[config.mk]
export PLATFORM = sky130hd
export DESIGN_NAME = be_clock_input_ctrl
export DESIGN_NICKNAME = d
export VERILOG_FILES = /design/src/rtl/be_clock_input_ctrl.sv
export SDC_FILE = /design/constraint.sdc
export NUM_CORES = 1
export LEC_CHECK = 0
export ABC_AREA = 1
export BUFFER_PORTS_ARGS = -buffer_cell sky130_fd_sc_hd__buf_4
export CAP_MARGIN = 0
export CORE_MARGIN = 1.5
export CORE_UTILIZATION = 35
export CTS_CLUSTER_DIAMETER = 30
export DETAILED_ROUTE_END_ITERATION = 10
export PLACE_DENSITY = 0.55
export RECOVER_POWER = 100
export REMOVE_ABC_BUFFERS = 1
export SYNTH_ARGS = -nofsm -noshare
export SYNTH_HDL_FRONTEND = slang
export SYNTH_SLANG_ARGS = --single-unit
[constraint.sdc]
create_clock -name iCLK -period 1.9 [get_ports iCLK]
set_clock_uncertainty 0.15 [all_clocks]
set_input_delay 0.38 -clock iCLK [delete_from_list [all_inputs] [get_ports iCLK]]
set_output_delay 0.38 -clock iCLK [all_outputs]
set_load 0.03 [all_outputs]
[src/rtl/be_clock_input_ctrl.sv]
`default_nettype none
// +----------------------------------------------------------------------------+
// | be_clock_input_ctrl: sync + debounce of front-panel keys/switch, step      |
// | pulse and saturating speed code. Optional AUTO_REPEAT_EN: held-step repeat. |
// | Revision: 1.0                                                              |
// +----------------------------------------------------------------------------+
module be_clock_input_ctrl #(
  parameter int DEBOUNCE_CYCLES = 1000000,
  parameter int CNT_W           = 20
`ifdef AUTO_REPEAT_EN
  ,
  parameter int REPEAT_DELAY    = 25000000,
  parameter int REPEAT_PERIOD   = 5000000
`endif
) (
  input  logic       iCLK,
  input  logic       iRST_N,
  input  logic       KEY_STEP_N,
  input  logic       KEY_UP_N,
  input  logic       KEY_DN_N,
  input  logic       SW_SELECT,
  output logic       CLK_STEP,
  output logic       CLK_SELECT,
  output logic [2:0] DIV_CLK
);

  localparam logic [CNT_W-1:0] c_deb_term = CNT_W'(DEBOUNCE_CYCLES - 1);
  // Synchronizer reset value is the idle raw level: buttons released, switch low.
  localparam logic [3:0]       c_sync_idle = 4'b0111;

  logic [3:0] r_sync1;
  logic [3:0] r_sync2;
  logic [3:0] w_level;
  logic [3:0] w_stable;
  logic [2:0] r_stable_q;
  logic [2:0] w_press;
  logic       w_step_pulse;
  logic       r_step;
  logic [2:0] r_div;

  always_ff @(posedge iCLK or negedge iRST_N) begin
    if (!iRST_N) begin
      r_sync1 <= c_sync_idle;
      r_sync2 <= c_sync_idle;
    end else begin
      r_sync1 <= {SW_SELECT, KEY_DN_N, KEY_UP_N, KEY_STEP_N};
      r_sync2 <= r_sync1;
    end
  end

  assign w_level = {r_sync2[3], ~r_sync2[2:0]};

  generate
    for (genvar gi = 0; gi < 4; gi++) begin : g_deb
      logic [CNT_W-1:0] r_cnt;
      logic             r_state;

      always_ff @(posedge iCLK or negedge iRST_N) begin
        if (!iRST_N) begin
          r_cnt   <= '0;
          r_state <= 1'b0;
        end else if (w_level[gi] == r_state) begin
          r_cnt <= '0;
        end else if (r_cnt == c_deb_term) begin
          r_state <= w_level[gi];
          r_cnt   <= '0;
        end else begin
          r_cnt <= r_cnt + CNT_W'(1);
        end
      end

      assign w_stable[gi] = r_state;
    end
  endgenerate

  always_ff @(posedge iCLK or negedge iRST_N) begin
    if (!iRST_N) begin
      r_stable_q <= 3'b000;
    end else begin
      r_stable_q <= w_stable[2:0];
    end
  end

  assign w_press = w_stable[2:0] & ~r_stable_q;

`ifdef AUTO_REPEAT_EN
  localparam int c_hold_max = (REPEAT_DELAY > REPEAT_PERIOD) ? REPEAT_DELAY : REPEAT_PERIOD;
  localparam int c_hold_w   = $clog2(c_hold_max + 1);

  logic [c_hold_w-1:0] r_hold;
  logic                r_rep_phase;
  logic                w_fire;

  // r_hold counts cycles since the last emitted pulse; first gap is the delay, then the period.
  assign w_fire = w_stable[0] &&
                  (r_rep_phase ? (r_hold == c_hold_w'(REPEAT_PERIOD))
                               : (r_hold == c_hold_w'(REPEAT_DELAY)));

  always_ff @(posedge iCLK or negedge iRST_N) begin
    if (!iRST_N) begin
      r_hold      <= '0;
      r_rep_phase <= 1'b0;
    end else if (!w_stable[0]) begin
      r_hold      <= '0;
      r_rep_phase <= 1'b0;
    end else if (w_fire) begin
      r_hold      <= c_hold_w'(1);
      r_rep_phase <= 1'b1;
    end else begin
      r_hold <= r_hold + c_hold_w'(1);
    end
  end

  assign w_step_pulse = w_press[0] | w_fire;
`else
  assign w_step_pulse = w_press[0];
`endif

  always_ff @(posedge iCLK or negedge iRST_N) begin
    if (!iRST_N) begin
      r_step <= 1'b0;
      r_div  <= 3'd0;
    end else begin
      r_step <= w_step_pulse;
      if (w_press[1] && !w_press[2] && r_div != 3'd7) begin
        r_div <= r_div + 3'd1;
      end else if (w_press[2] && !w_press[1] && r_div != 3'd0) begin
        r_div <= r_div - 3'd1;
      end
    end
  end

  assign CLK_STEP   = r_step;
  assign CLK_SELECT = w_stable[3];
  assign DIV_CLK    = r_div;

endmodule
`default_nettype wire

### After elaboration in Yosys (flattened, before gate mapping)

Cells that the tools add are included.

* flip-flop bits (word level): 99
* input port bits: 6
* output and inout bits: 5
* word-level logic and storage cells: 57

* add/sub/neg operators: 6
* eq/ne operators: 9
* multiplexer cells: 10
* bitwise logic cells: 7
* reduce and logical (&&, ||, !) cells: 12

Operators by type and width (number)
* $mux W20: 8
* $add A20 B1 Y20 const B: 4
* $eq A20 B20 Y1 const B: 4
* $reduce_and A2 Y1: 4
* $mux W3: 2
* $not A3 Y3: 2
* $eq A1 B1 Y1: 4
* $logic_and A1 B1 Y1: 4
* $not A1 Y1: 4
* $add A3 B1 Y3 const B: 1
* $and A3 B3 Y3: 1
* $ne A3 B3 Y1 const B: 1
* $reduce_bool A3 Y1: 1
* $sub A3 B1 Y3 const B: 1
* $logic_not A1 Y1: 2
* $reduce_bool A2 Y1: 1

### Logic depth before layout (Yosys ltp)

Gate-level depths: netlist of the first run.

* word-level depth: 7
* gate-level depth with buffers: 10
* gate-level depth less buffers: 10

### Least setup slack after synthesis of the first run

OpenSTA, ideal clock, no wires.

* kind: register to register
* start point: register r_div[1], in the netlist DIV_CLK[1]
* end point: register r_div[2], in the netlist DIV_CLK[2]
* setup time: 0.118 ns
* arrival: 1.356 ns
* setup slack: 0.276 ns
* stages on the path, launching flop included: 8
* buffers on the path: 0
* period minus slack after synthesis: 1.624 ns
* path through: dfrtp_1 > nand3_1 > nand2_1 > fa_1 > nand2_1 > nand2_1 > nand2_1 > nand2_1

* cells in the longest elaborated chain, start to end: 3
* elaborated cells between the ends (all ways): 9
* those cells by class: add/sub: 2; eq/ne: 1; mux: 2; reduce/logical: 4

Ends and longest elaborated chain
* from (decl): line 39 `logic [2:0] r_div;`
* from (signal assigned): line 126 `r_div <= r_div + 3'd1;`
* from (signal assigned): line 128 `r_div <= r_div - 3'd1;`
* $sub A3 B1 Y3, or another cell as far along: line 128
* $mux W3, or another cell as far along: line 127 `end else if (w_press[2] && !w_press[1] && r_div != 3'd0) begin`
* $mux W3 / $reduce_bool A2 Y1 (equally long branches)

Parallel ways exist; a longest one is shown, timed or not. The select of a mux whose other input is x is not followed.
A chain may end at the register's enable or synchronous reset.

### Worst setup path in the final report of the first run

* start point: register g_deb[2].r_cnt[0]
* end point: register g_deb[2].r_cnt[5]

* cells in the longest elaborated chain, start to end: 3
* elaborated cells between the ends (all ways): 4
* those cells by class: add/sub: 1; eq/ne: 1; mux: 2

Ends and longest elaborated chain
* from (decl): line 55 `logic [CNT_W-1:0] r_cnt;`
* from (signal assigned): line 68 `r_cnt <= r_cnt + CNT_W'(1);`
* $add A20 B1 Y20 / $eq A20 B20 Y1 (equally long branches): line 68, 64
* $mux W20 (*): line 64 `end else if (r_cnt == c_deb_term) begin`
* $mux W20 (*): line 62 `end else if (w_level[gi] == r_state) begin`

Every way passes the cells marked *; elsewhere a longest branch is shown, timed or not.

==> flow_metrics.tcl, run 1 <==
set metrics [dict create \
    cts_max_path_buffers 2 \
    antenna_found_initial 0 \
    layout-drive-gt1-share_pct 11.4 \
    ys.flop_type "dfrtp_1" \
    route.met2.wl_um 5100 \
    clk_latency_ps 350 \
    drt_pass1_iterations 4 \
    gp_congestion 0.862 \
    synth_warnings 0 \
    io_buffers 10 \
    criticalPathCategory "register to register" \
    worst_setup_path_end_kind "register" \
    initial_utilization_pct 36.0 \
    ant_nets 0 \
    synth_cell_types 32 \
    synth_edf_count 0 \
    slew_violations 0 \
    worstHoldPathType "register to register" \
    avgSynthCellArea_um2 7.94 \
    drc 0 \
    diodes 0 \
    grt_first_pass_wirelength_um 19900 \
    cts_made_buffers 9 \
    maxCapViolations 0 \
    synth_area_leaders "dfrtp_1 (42%), nor2_1 (11%), nand2_1 (8.9%)" \
    tightest_slew_ps 777 \
    grt_pass1_vias 4264 \
    cp_data_required_time_ps 1990 \
    die_y_um 128 \
    async_flop_share_pct 100 \
    min_period_ps 1720 \
    outcome "complete, no violations" \
    relSlewSlack_pct 48.2 \
    dieArea_um2 16500 \
    cts_tree "built" \
    routed_wl_um 11100 \
    track_usage_pct 15.1 \
    die_w_um 128 \
    ys_seq_area_share_pct 45.2 \
    power_w 0.00416 \
    fin_nets 731 \
    irDropWorstVdd_mv 0.438 \
    post_cts_resized 0 \
    vias 4346 \
    wire_per_inst_um 11.9 \
    wl_met1_um 5390 \
    grt-ovfl-total 0 \
    top_layer "met4" \
    start_kind "register" \
    synth.top_cell.area_share_pct 42.3 \
    routed_via_density 4.64 \
    wl_met3_um 362 \
    syn_to_final_growth_pct 11.3 \
    worstPathMaxFanout 6 \
    dp_hpwl_um 8330 \
    fillCellCount 1592 \
    rows 45 \
    cts.clk_slew.worst_paths_ps 70 \
    grt_max_degree 39 \
    worstPathArrival_ps 1810 \
    ctsRootBufferMaster "clkbuf_16" \
    fmax_mhz 581 \
    netlist_instances 692 \
    fin_tns_setup_ps 0 \
    io_pins 11 \
    drt_iter0_drc 294 \
    ys_seq_elements 99 \
    period_share_pct 90.6 \
    yosysMostFrequentCell "nor2_1" \
    h-tree-depth 3 \
    yosys.area.top_type "dfrtp_1" \
    rsz0062_at_grt "false" \
    core_um2 15300 \
    numClockSinks 99 \
    synthesis.area_um2 5500 \
    p_per_area_nw_per_um2 680 \
    hold_viol_final 0 \
    synth_top_cells_by_count "nor2_1 (165), nand2_1 (130), dfrtp_1 (93)" \
    p_leak_nw 2.62 \
    finalSetupViolCount 0 \
]
## path summary, 6_finish.rpt
kind                                         from                  to  slack, ps  depth (start not counted)
worst min register to register         r_sync1[3]          r_sync2[3]        200                          0
worst min-delay path                   r_sync1[3]          r_sync2[3]        200                          0
max in group asynchronous                  iRST_N  g_deb[2].r_cnt[10]        310                          3
worst max-delay path            g_deb[2].r_cnt[0]   g_deb[2].r_cnt[5]        180                          6
min in group asynchronous                  iRST_N  g_deb[3].r_cnt[12]        280                          2
worst max register to register  g_deb[2].r_cnt[0]   g_deb[2].r_cnt[5]        180                          6
## layout make-up
type | instances | area [um2] | share of cell area (%)
clock buffer | 12 | 246 | 4.03
clock inverter | 4 | 50.0 | 0.818
inverter | 74 | 278 | 4.54
multi-input combinational | 515 | 2650 | 43.4
sequential | 99 | 2480 | 40.6
tap | 211 | 264 | 4.31
timing repair buffer | 21 | 143 | 2.33
## cell usage in the layout, fill, tap and decap left out, drive strengths merged, types with 16 or more instances in the layout
master,instances
a21oi,16
clkbuf,25
dfrtp,93
inv,74
nand2,147
nand3,63
nand4,20
nor2,193
xnor2,18
xor2,28
## stage by stage
stage / hold slack [ps] / instances / setup WS, ps / instance area (um2) / util [%]
2_1_floorplan: -65.6 / 688 / 144 / 5480 / -
3_3_place_gp: 129 / 915 / 301 / 5890 / 38.6
3_5_place_dp: 126 / 915 / 237 / 5890 / 38.6
4_1_cts: 207 / 936 / 218 / 6230 / 40.8
5_1_grt: 211 / 936 / 28.7 / 6120 / 40.1
6_report: 205 / 936 / 179 / 6120 / 40.1
## report_power, final
part	leakage [nW]	switching [W]	internal (W)	total, W
registers	1.35	0.0000216	0.00214	0.00216
logic	1.14	0.000102	0.0000469	0.000149
clock network	0.139	0.000794	0.00106	0.00185
total	2.62	0.000918	0.00324	0.00416
## repair_timing
action | CTS | global route
setup buffers | 0 | 0
hold endpoints to repair | 18 | 0
hold buffers | 5 | 0
## cell families (layout without fill, tap and decap cells)
kind of cell    count (synthesis)  in the layout  share of synthesized area, %
compound gates                 29             29                          2.96
simple gates                  435            435                          37.7
flops                          99             99                          45.2
fa+ha+maj                       5              5                          1.28
buf+inv                        78            111                          5.40
xor+xnor                       46             46                          7.47
## sequential cells by signal, summed over array words and instances, names as in the netlist
| signal | cells |
|---|---|
| g_deb.r_cnt | 80 |
| r_sync1 | 4 |
| r_sync2 | 4 |
| DIV_CLK | 3 |
| g_deb.r_state | 3 |
| r_stable_q | 3 |
| CLK_SELECT | 1 |
| CLK_STEP | 1 |
## worst max-delay path, stage by stage (launching register included)
cell,delay (ps)
dfrtp_1,390
ha_1,220
nand3_2,160
nor2_1,310
nand3_2,180
nand2_2,140
nor2_1,60
## metal layers
layer | global-route usage [%] | up-vias
met2 | 24.1 | 65
met1 | 19.8 | 2036
li1 | - | 2225
met5 | 0 | -
met4 | 6.35 | 0
met3 | 3.51 | 20
Note: power is estimated with default switching activity, not from simulation.
==> run 2, diff against run 1 <==
--- a/config.mk
+++ b/config.mk
@@ -12,7 +12,7 @@
 export CORE_UTILIZATION = 35
 export CTS_CLUSTER_DIAMETER = 30
 export DETAILED_ROUTE_END_ITERATION = 10
-export PLACE_DENSITY = 0.55
+export PLACE_DENSITY = 0.56
 export RECOVER_POWER = 100
 export REMOVE_ABC_BUFFERS = 1
 export SYNTH_ARGS = -nofsm -noshare
==> constraint.sdc (replaced) <==
create_clock -name iCLK -period 1.4 [get_ports iCLK]
set_clock_uncertainty 0.15 [all_clocks]
set_input_delay 0.28 -clock iCLK [delete_from_list [all_inputs] [get_ports iCLK]]
set_output_delay 0.28 -clock iCLK [all_outputs]
set_load 0.03 [all_outputs]
==> run 2 against run 1 <==
Against the previous run:
- total power increased by 49%
- the flow now finishes with violations (setup timing)
- sequential cell count unchanged
- final cell count increased by 13%
- largest power group unchanged
==> flow_metrics.tcl, run 2 (same netlist as run 1, synthesis figures left out) <==
set metrics [dict create \
    cp_data_required_time_ps 1490 \
    core_um2 15300 \
    maxCapViolations 0 \
    worstPathMaxFanout 6 \
    cts_made_buffers 9 \
    comb_power_share_pct 5.9 \
    largest_register_ff_count 80 \
    crit_slowest_cell "dfrtp_1" \
    p_sw_w 0.00139 \
    cpMostUsedCell "nand3_4" \
    largest-register "g_deb.r_cnt" \
    rsz0062_at_grt "true" \
    start_kind "register" \
    slowest_delay_ps 390 \
    worst_setup_path_end_kind "register" \
    p_clk_share_pct 46.7 \
    crit_chain "buf_6 -> ha_4 -> nand3_4 -> nor2_4 -> nand3_4 -> nand2_8 -> nor2_1" \
    outcome "finished, violations left" \
    p_per_area_nw_per_um2 772 \
    relSlewSlack_pct 72.3 \
    post-route-worst-setup-slack_ps -140 \
    cp_top_family "simple AND/OR/NAND/NOR gates" \
    layout-drive-gt1-share_pct 43.2 \
    final_cell_mix "nand2_1 (111), nor2_1 (111), buf_4 (98)" \
    cts.clk_slew.worst_paths_ps 70 \
    die_y_um 128 \
    routed_wl_um 13800 \
    worst-path-buf-inv 1 \
    rows 45 \
    ant_nets 0 \
    drc 0 \
    h-tree-depth 3 \
    slew_violations 0 \
    vias 4907 \
    routed_via_density 4.64 \
    drt_pass1_iterations 4 \
    min_period_ps 1540 \
    r2r_slack_ps -140 \
    wire_per_inst_um 13.1 \
    diodes 0 \
    final_core_util_pct 52.8 \
    irDropWorstVdd_mv 0.789 \
    multi_input_area_um2 3470 \
    criticalPathCategory "register to register" \
    period_share_pct 110 \
    fin_nets 853 \
    fmax_mhz 649 \
    dieArea_um2 16500 \
    io_pins 11 \
    grt_max_degree 45 \
    p_int_w 0.00483 \
    cts_tree "built" \
    grt-ovfl-total 0 \
    cts_max_path_buffers 2 \
    crit_cells 7 \
    p_leak_nw 3.46 \
    antenna_found_initial 0 \
    pwr-share-seq_pct 47.4 \
    hold_viol_final 0 \
    dp_hpwl_um 9110 \
    io_buffers 10 \
    clk_latency_ps 350 \
    die_w_um 128 \
    ctsRootBufferMaster "clkbuf_16" \
    initial_utilization_pct 36.0 \
    grt_pass1_vias 4901 \
    r2r-start "g_deb[3].r_cnt[1]" \
    rr_worst_depth 7 \
    rr_endpoint "g_deb[3].r_cnt[9]" \
    track_usage_pct 17.1 \
    worstHoldPathType "input port to async pin" \
    p_sw_share_pct 22.3 \
    reg.largest.list "g_deb.r_cnt x80, r_sync1 x4, r_sync2 x4" \
    tightest_slew_ps 416 \
    worstPathArrival_ps 1630 \
    gp_congestion 0.896 \
    syn_to_final_growth_pct 46.5 \
    violations "setup timing" \
    finalSetupViolCount 72 \
    power_w 0.00622 \
    drt_iter0_drc 172 \
    fillCellCount 1385 \
    seqCellArea_um2 2500 \
    numClockSinks 99 \
    grt_first_pass_wirelength_um 22800 \
]
[run 2: what timing repair did]
item	in CTS	in global routing
hold buffers	5	0
endpoints found under the setup margin	74	84
endpoints found under the hold margin	97	0
buffers inserted	23	24
resized for setup	88	143
pin swaps	37	74
[run 2: worst max-delay path by stage]
stage / from / endpoint
3_5_place_dp: r_stable_q[1] / DIV_CLK[2]
5_1_grt: r_stable_q[1] / DIV_CLK[2]
2_1_floorplan: CLK_SELECT / g_deb[3].r_cnt[18]
3_3_place_gp: r_stable_q[1] / DIV_CLK[2]
4_1_cts: r_stable_q[1] / DIV_CLK[2]
6_report: g_deb[3].r_cnt[1] / g_deb[3].r_cnt[9]
[run 2: worst reg2reg max path, delay by kind of cell, from the launching register on]
kind	cells	cell delay [ps]
buffers and inverters	1	120
adders and majority gates	1	140
and+or+nand+nor	5	630
DFF	1	390
[run 2: final cells by class]
class | instances | area share (%)
clock buffer | 9 | 2.80
clock inverter | 7 | 1.51
inverter | 74 | 3.51
multi-input combinational | 515 | 43.1
sequential | 99 | 31.0
tap | 211 | 3.28
timing repair buffer | 143 | 14.8
[run 2: through the flow]
step                      setup slack (ps)  setup TNS (ps)  instances  instance area (um2)  hold slack [ps]
final                                 -140           -5080       1058                 8050              205
after CTS                             -122           -3080       1037                 7400              164
after global placement                -135           -2330        993                 6470            -7.27
after floorplan                       -356           -4770        688                 5480             -166
after detailed placement              -197           -4890        993                 6470            -2.47
after global routing                  -241          -11440       1058                 8050              210
[run 2: per-layer routing]
| layer | routed length, um | GRT usage [%] | share of wire (%) | vias up |
|---|---|---|---|---|
| li1 | - | - | - | 2470 |
| met1 | 5980 | 20.9 | 43 | 2357 |
| met2 | 7270 | 30.0 | 52 | 66 |
| met3 | 386 | 4.22 | 2.8 | 14 |
| met4 | 208 | 5.09 | 1.5 | 0 |
| met5 | 0 | 0 | 0 | - |
[run 2: power groups by stage]
stage	clock [W]	sequential, W	combinational [W]
3_5_place_dp	0	0.00299	0.000265
6_report	0.00290	0.00295	0.000369
3_3_place_gp	0	0.00299	0.000259
2_1_floorplan	0	0.00298	0.0000987
5_1_grt	0.00310	0.00295	0.000410
4_1_cts	0.00301	0.00294	0.000325
